### config.mk
export PLATFORM = sky130hd
export DESIGN_NAME = foc_sample_sequencer
export DESIGN_NICKNAME = d
export VERILOG_FILES = /design/src/rtl/foc_seq_pkg.sv /design/src/rtl/foc_period_timer.sv /design/src/rtl/foc_sample_sequencer.sv
export SDC_FILE = /design/constraint.sdc
export NUM_CORES = 1
export LEC_CHECK = 0
export ABC_AREA = 1
export CORE_ASPECT_RATIO = 0.6
export CORE_MARGIN = 2
export CORE_UTILIZATION = 51
export DETAILED_ROUTE_END_ITERATION = 12
export GPL_ROUTABILITY_DRIVEN = 0
export PLACE_DENSITY = 0.81
export REMOVE_ABC_BUFFERS = 1
export SETUP_SLACK_MARGIN = 0.3
export SYNTH_ARGS = -nofsm -noshare
export SYNTH_HDL_FRONTEND = slang
export SYNTH_SLANG_ARGS = --single-unit
### constraint.sdc
create_clock -name clk -period 2.2 [get_ports clk]
set_input_delay 0.44 -clock clk [delete_from_list [all_inputs] [get_ports clk]]
set_output_delay 0.44 -clock clk [all_outputs]
set_load 0.02 [all_outputs]
### src/rtl/foc_seq_pkg.sv
// Shared types and constants for the FOC sample sequencer.
package foc_seq_pkg;

  typedef enum logic [2:0] {
    IDLE,
    WAIT_TICK,
    ISSUE,
    WAIT_READY,
    FAULT
  } seq_state_t;

  localparam int OVR_W = 8;

  function automatic int sat_max(input int dw);
    return (1 << (dw - 1)) - 1;
  endfunction

  function automatic int sat_min(input int dw);
    return -(1 << (dw - 1));
  endfunction

endpackage

### src/rtl/foc_period_timer.sv
// PWM-period tick generator: cnt runs 0..periodTop-1 and ticks on the last count.
module foc_period_timer #(
  parameter int D_WIDTH = 19
) (
  input  logic               clk,
  input  logic               rstb,
  input  logic               enable,
  input  logic [D_WIDTH-1:0] periodTop,
  output logic               tick
);

  logic [D_WIDTH-1:0] cnt;
  logic               run;

  assign run = enable && (periodTop != '0);
  // >= rather than == so a period shortened below cnt still wraps promptly
  assign tick = run && (cnt >= (periodTop - D_WIDTH'(1)));

  always_ff @(posedge clk or negedge rstb) begin
    if (!rstb) begin
      cnt <= '0;
    end else if (!run || tick) begin
      cnt <= '0;
    end else begin
      cnt <= cnt + D_WIDTH'(1);
    end
  end

endmodule

### src/rtl/foc_sample_sequencer.sv
// Initiator side of the FOC core sample handshake: captures ADC/resolver data on
// each PWM tick, strobes valid once, then waits for the core's ready rising edge.
//   state      | meaning
//   IDLE       | sequencing disabled
//   WAIT_TICK  | armed, capture on next period tick
//   ISSUE      | one-cycle valid strobe
//   WAIT_READY | waiting for ready rising edge, timeout running
//   FAULT      | timed out, parked until clr_fault
module foc_sample_sequencer
  import foc_seq_pkg::*;
#(
  parameter int D_WIDTH  = 19,
  parameter int Q_BITS   = 15,
  parameter int DERIVE_C = 1,
  parameter int TIMEOUT  = 1024
) (
  input  logic               clk,
  input  logic               rstb,
  input  logic               enable,
  input  logic               clr_fault,
  input  logic [D_WIDTH-1:0] periodTop,
  input  logic [D_WIDTH-1:0] currA_raw,
  input  logic [D_WIDTH-1:0] currB_raw,
  input  logic [D_WIDTH-1:0] currC_raw,
  input  logic [D_WIDTH-1:0] angle_raw,
  input  logic               ready,
  output logic               valid,
  output logic [D_WIDTH-1:0] currA_out,
  output logic [D_WIDTH-1:0] currB_out,
  output logic [D_WIDTH-1:0] currC_out,
  output logic [D_WIDTH-1:0] angle_out,
  output logic               busy,
  output logic               fault_timeout,
  output logic [OVR_W-1:0]   overrun_cnt
);

  localparam int TO_W = $clog2(TIMEOUT);
  localparam logic signed [D_WIDTH+1:0] C_MAX = (D_WIDTH + 2)'(sat_max(D_WIDTH));
  localparam logic signed [D_WIDTH+1:0] C_MIN = (D_WIDTH + 2)'(sat_min(D_WIDTH));

  generate
    if (Q_BITS >= D_WIDTH || TIMEOUT < 2) begin : g_param_check
      $error("foc_sample_sequencer: Q_BITS must be below D_WIDTH and TIMEOUT at least 2");
    end
  endgenerate

  seq_state_t state, state_nx;
  logic tick, ready_q, rdy_rise, cap_en, fault_set, lost_tick;
  logic [TO_W-1:0] to_cnt;
  logic signed [D_WIDTH:0]   sum_ab;
  logic signed [D_WIDTH+1:0] neg_ab;
  logic [D_WIDTH-1:0]        c_sat, c_next;

  foc_period_timer #(.D_WIDTH(D_WIDTH)) u_timer (
    .clk       (clk),
    .rstb      (rstb),
    .enable    (enable),
    .periodTop (periodTop),
    .tick      (tick)
  );

  assign rdy_rise  = ready && !ready_q;
  assign lost_tick = tick && (state inside {ISSUE, WAIT_READY, FAULT});
  assign valid     = (state == ISSUE);
  assign busy      = (state == ISSUE) || (state == WAIT_READY);

  // -(A+B) cannot overflow D_WIDTH+2 bits, so clamp only once at the end
  assign sum_ab = $signed({currA_raw[D_WIDTH-1], currA_raw}) + $signed({currB_raw[D_WIDTH-1], currB_raw});
  assign neg_ab = -$signed({sum_ab[D_WIDTH], sum_ab});

  always_comb begin
    c_sat = neg_ab[D_WIDTH-1:0];
    if (neg_ab > C_MAX) begin
      c_sat = C_MAX[D_WIDTH-1:0];
    end else if (neg_ab < C_MIN) begin
      c_sat = C_MIN[D_WIDTH-1:0];
    end
  end

  assign c_next = (DERIVE_C != 0) ? c_sat : currC_raw;

  always_comb begin
    state_nx  = state;
    cap_en    = 1'b0;
    fault_set = 1'b0;
    case (state)
      IDLE:       if (enable) state_nx = WAIT_TICK;
      WAIT_TICK: begin
        if (!enable) begin
          state_nx = IDLE;
        end else if (tick) begin
          cap_en   = 1'b1;
          state_nx = ISSUE;
        end
      end
      ISSUE:      state_nx = WAIT_READY;
      WAIT_READY: begin
        if (rdy_rise) begin
          state_nx = enable ? WAIT_TICK : IDLE;
        end else if (to_cnt == '0) begin
          fault_set = 1'b1;
          state_nx  = FAULT;
        end
      end
      FAULT:      if (clr_fault) state_nx = IDLE;
      default:    state_nx = IDLE;
    endcase
  end

  always_ff @(posedge clk or negedge rstb) begin
    if (!rstb) begin
      state   <= IDLE;
      ready_q <= 1'b0;
    end else begin
      state   <= state_nx;
      ready_q <= ready;
    end
  end

  // Down-count from the valid cycle so the fault lands exactly TIMEOUT cycles later
  always_ff @(posedge clk or negedge rstb) begin
    if (!rstb) begin
      to_cnt <= '0;
    end else if (cap_en) begin
      to_cnt <= TO_W'(TIMEOUT - 1);
    end else if ((state == ISSUE || state == WAIT_READY) && to_cnt != '0) begin
      to_cnt <= to_cnt - TO_W'(1);
    end
  end

  always_ff @(posedge clk or negedge rstb) begin
    if (!rstb) begin
      currA_out <= '0;
      currB_out <= '0;
      currC_out <= '0;
      angle_out <= '0;
    end else if (cap_en) begin
      currA_out <= currA_raw;
      currB_out <= currB_raw;
      currC_out <= c_next;
      angle_out <= angle_raw;
    end
  end

  always_ff @(posedge clk or negedge rstb) begin
    if (!rstb) begin
      fault_timeout <= 1'b0;
      overrun_cnt   <= '0;
    end else begin
      if (fault_set) begin
        fault_timeout <= 1'b1;
      end else if (clr_fault) begin
        fault_timeout <= 1'b0;
      end
      if (clr_fault) begin
        overrun_cnt <= '0;
      end else if (lost_tick && overrun_cnt != '1) begin
        overrun_cnt <= overrun_cnt + OVR_W'(1);
      end
    end
  end

endmodule

==> impl_metrics.csv <==
group,metric,value,unit
floorplan,floorplan.initialDensity,0.523,
critical_path,timing.rr.start,"u_timer.cnt[10]$_DFF_PN0_",
finish,areaGrowthSynthToFinish,65.3,%
synthesis,synth_top_cell_area_share,0.388,
cts,clk_pin_slew_worst_paths,0.06,ns
critical_path,r2r_slack,-0.70,ns
global_routing,grt_antenna_before_repair,1,
sta,timing.clock.skew,0.0154,ns
critical_path,setup.worst_path.end_class,"flop",
finish,layout_cells_sized_above_1,0.310,
critical_path,timing.setup.critical_path_class,"input pin to flop",
sta,setup_ws,-1.41,ns
cts,clk-insertion-delay-late,0.43,ns
drt,wl_per_cell,21.2,um
drt,drt_pass1_iterations,6,
sta,final.hold.worst_slack,-0.00403,ns
synthesis,synth-edff-count,0,
synthesis,syn_area_per_cell,7.56,um2
sta,timing.fmax,277,MHz
drt,via_count,9194,
finish,layout_commonest_cell,"nand2_1",
drt,met2RoutedLength,14600,um
synthesis,ys_seq_elements,118,
drt,detail_route.drc_violations,0,
place,port-buffer-count,167,
floorplan,row_count,34,
sta,rsz_0062_raised_after_global_routing,"yes",
sta,finalHoldViolCount,7,
synthesis,ys.flop_type,"dfrtp_1",
critical_path,worst-endpoint-required,2.49,ns
critical_path,worst-path-max-fanout,3,
drt,drt_wl_total,32800,um
cts,clockRootBuffer,"clkbuf_16",
finish,final_design_area_no_fill,12600,um2
finish,fillers,675,
global_routing,grt_pass1_vias,7738,
drt,drt_iter0_markers,1086,
sta,layout_worst_path_cycle_share,1.64,
finish,register_area,2950,um2
finish,nets,1499,
finish,mostFrequentLayoutCells,"252 x nand2_1, 134 x inv_1, 126 x clkdlybuf4s50_1, 118 x dfrtp_1, 117 x buf_4",
critical_path,crit_path_start_kind,"input pin",
outcome,status,"complete, but fails checks",
synthesis,seq_total_area_yosys,0.388,
synthesis,post-synth-top-area-cell,"dfrtp_1",
sta,relSlewSlack,0.639,
floorplan,die_footprint,15900,um2
worst_hold_path,worstHoldPathType,"input pin to asynchronous set/reset pin",
power_and_ir_drop,p_leak,6.62,nW
cts,htree_levels,4,
synthesis,synth_cell_type_count,40,
synthesis,syn_area,7610,um2
floorplan,die-height,98.6,um
floorplan,boundaryPins,187,
floorplan,core_area,14500,um2
global_routing,grt_pass1_wl,36700,um
global_routing,global_route.usage.total,0.286,
outcome,failed_checks,"hold timing, setup timing",
floorplan,dieWidth,162,um
cts,clk_path_buf_depth,2,
sta,timing.final.setup_violations,116,
drt,antenna_left,0,
drt,detail_route.wirelength.met1,12000,um
critical_path,cp_data_arrival_time,3.90,ns
global_routing,grt_max_degree,44,
synthesis,synthArstFlopShare,1.00,
drt,post_drt_via_cell_ratio,5.94,
place,dp_hpwl,15400,um
synthesis,post_synth_main_area_contributors,"dfrtp_1 39%, nand2_1 15%, ha_1 10%",
global_routing,grt_total_ovfl,0,
sta,final_period_minus_worst_setup_slack,3.61,ns
synthesis,yosys_warnings,0,
power_and_ir_drop,power_density_over_the_cells,599,nW/um2
drt,met3_wirelength,3880,um
place,dpl-instance-area,10300,um2
cts,tritoncts_clock_tree,"yes",
critical_path,critical_path.startpoint,"periodTop[0]",
sta,slew_at_the_pin_closest_to_its_max_slew_limit,0.541,ns
finish,antennaDiodeCount,0,
flow_run,max-cap-violations,0,
power_and_ir_drop,total_design_power,7.54,mW
power_and_ir_drop,power.ir.vdd_worst,0.486,mV
cts,cts_sinks,118,
sta,maxSlewViolCount,0,
cts,hold_buffers,0,
cts,tritoncts.num_buffers,17,
finish,multi_input_logic_area,4850,um2
synthesis,synthesis.instances,1007,
drt,highest-signal-layer,"met4",
-- critical path: stages --
cell and delay, ns:
buf_6 0.10, inv_4 0.06, buf_6 0.12, ha_4 0.17, nand2_4 0.07, nor2_4 0.10, nand2_2 0.08, buf_4 0.15
nor2_4 0.08, xor2_1 0.22, ha_1 0.33, a21oi_2 0.43, o21a_1 0.24, nand2_1 0.09, nand2_1 0.09, nand4_1 0.19
buf_4 0.24, nand2_4 0.09, nor2_4 0.06, buf_6 0.12, o21ai_0 0.30, nor2_1 0.14
-- kinds of logic (layout without fill, tap and decap cells) --
group | count (synthesis) | in the layout | share of synthesized area
adders and majority gates | 63 | 63 | 0.105
DFF | 118 | 118 | 0.388
AOI/OAI and AO/OA | 107 | 107 | 0.0793
and+or+nand+nor | 505 | 505 | 0.286
buffers and inverters | 168 | 510 | 0.0891
xor gates and xnor gates | 46 | 46 | 0.0529
-- sequential cells by signal, summed over array words and instances, names as in the netlist --
| name | cells |
|---|---|
| currC_out | 19 |
| ready_q | 1 |
| overrun_cnt | 8 |
| currA_out | 19 |
| state | 3 |
| to_cnt | 10 |
| currB_out | 19 |
| angle_out | 19 |
| u_timer.cnt | 19 |
| fault_timeout | 1 |
-- timing repair --
action | in CTS | in global routing
resized for setup | 111 | 249
endpoints found under the hold margin | 0 | 0
setup endpoints to repair | 126 | 123
pin swaps | 31 | 61
buffers inserted | 19 | 17
cloned | 2 | 18
-- cell usage after synthesis, types with 3 or more instances --
library cell  number
xnor2_1           14
inv_1            142
nand4_1           24
nand3_2            3
buf_2              8
o21ai_1           11
inv_2              6
nor4_1             3
nand3_1           44
nand2_1          312
nor2_1            77
nor3b_1            8
ha_1              62
nor2_2             7
nand2_2            6
dfrtp_1          118
xor2_1            32
o21ai_0           41
buf_4              6
a21oi_2           11
a21oi_1           36
clkbuf_1           4
nor3_1             9
-- cell type report --
| type | count | area share |
|---|---|---|
| clock buffers | 19 | 0.0352 |
| clock inverters | 13 | 0.00995 |
| inverters | 148 | 0.0458 |
| multi-input cells | 721 | 0.386 |
| flip-flops and latches | 118 | 0.235 |
| well taps | 198 | 0.0197 |
| repair buffers | 329 | 0.268 |
| repair inverters | 1 | 0.000597 |
-- final timing paths --
kind	end	cells past startpoint
worst max-delay path	overrun_cnt[1]$_DFFE_PN0P_	22
worst min-delay path	state[0]$_DFFE_PN0P_	1
worst max register to register	overrun_cnt[1]$_DFFE_PN0P_	12
worst min register to register	angle_out[10]$_DFFE_PN0P_	2
max in group asynchronous	currA_out[18]$_DFFE_PN0P_	2
min in group clk	angle_out[10]$_DFFE_PN0P_	2
-- per-stage QoR --
stage               std cells  setup TNS [ns]   util  setup slack, ns
finish                   1547         -135.76  0.865            -1.41
global route             1547         -168.07  0.865            -1.60
CTS                      1512          -65.77  0.770           -0.686
detailed placement       1459         -170.19  0.706            -1.56
global placement         1459         -154.40  0.706            -1.42
floorplan                 987         -200.71      -            -2.54
-- routing by layer --
metal  vias to the layer above  global-route usage
met3                       267              0.0644
li1                       3869                   -
met1                      4233               0.394
met4                         0              0.0647
met2                       825               0.465
met5                         -                   0
-- power by group --
group / internal, mW / leakage (nW) / switching [mW] / total (mW)
combinational: 0.976 / 4.84 / 1.33 / 2.31
clock: 1.59 / 0.263 / 1.16 / 2.75
sequential: 2.32 / 1.52 / 0.159 / 2.48
(Power assumes the default switching activity.)
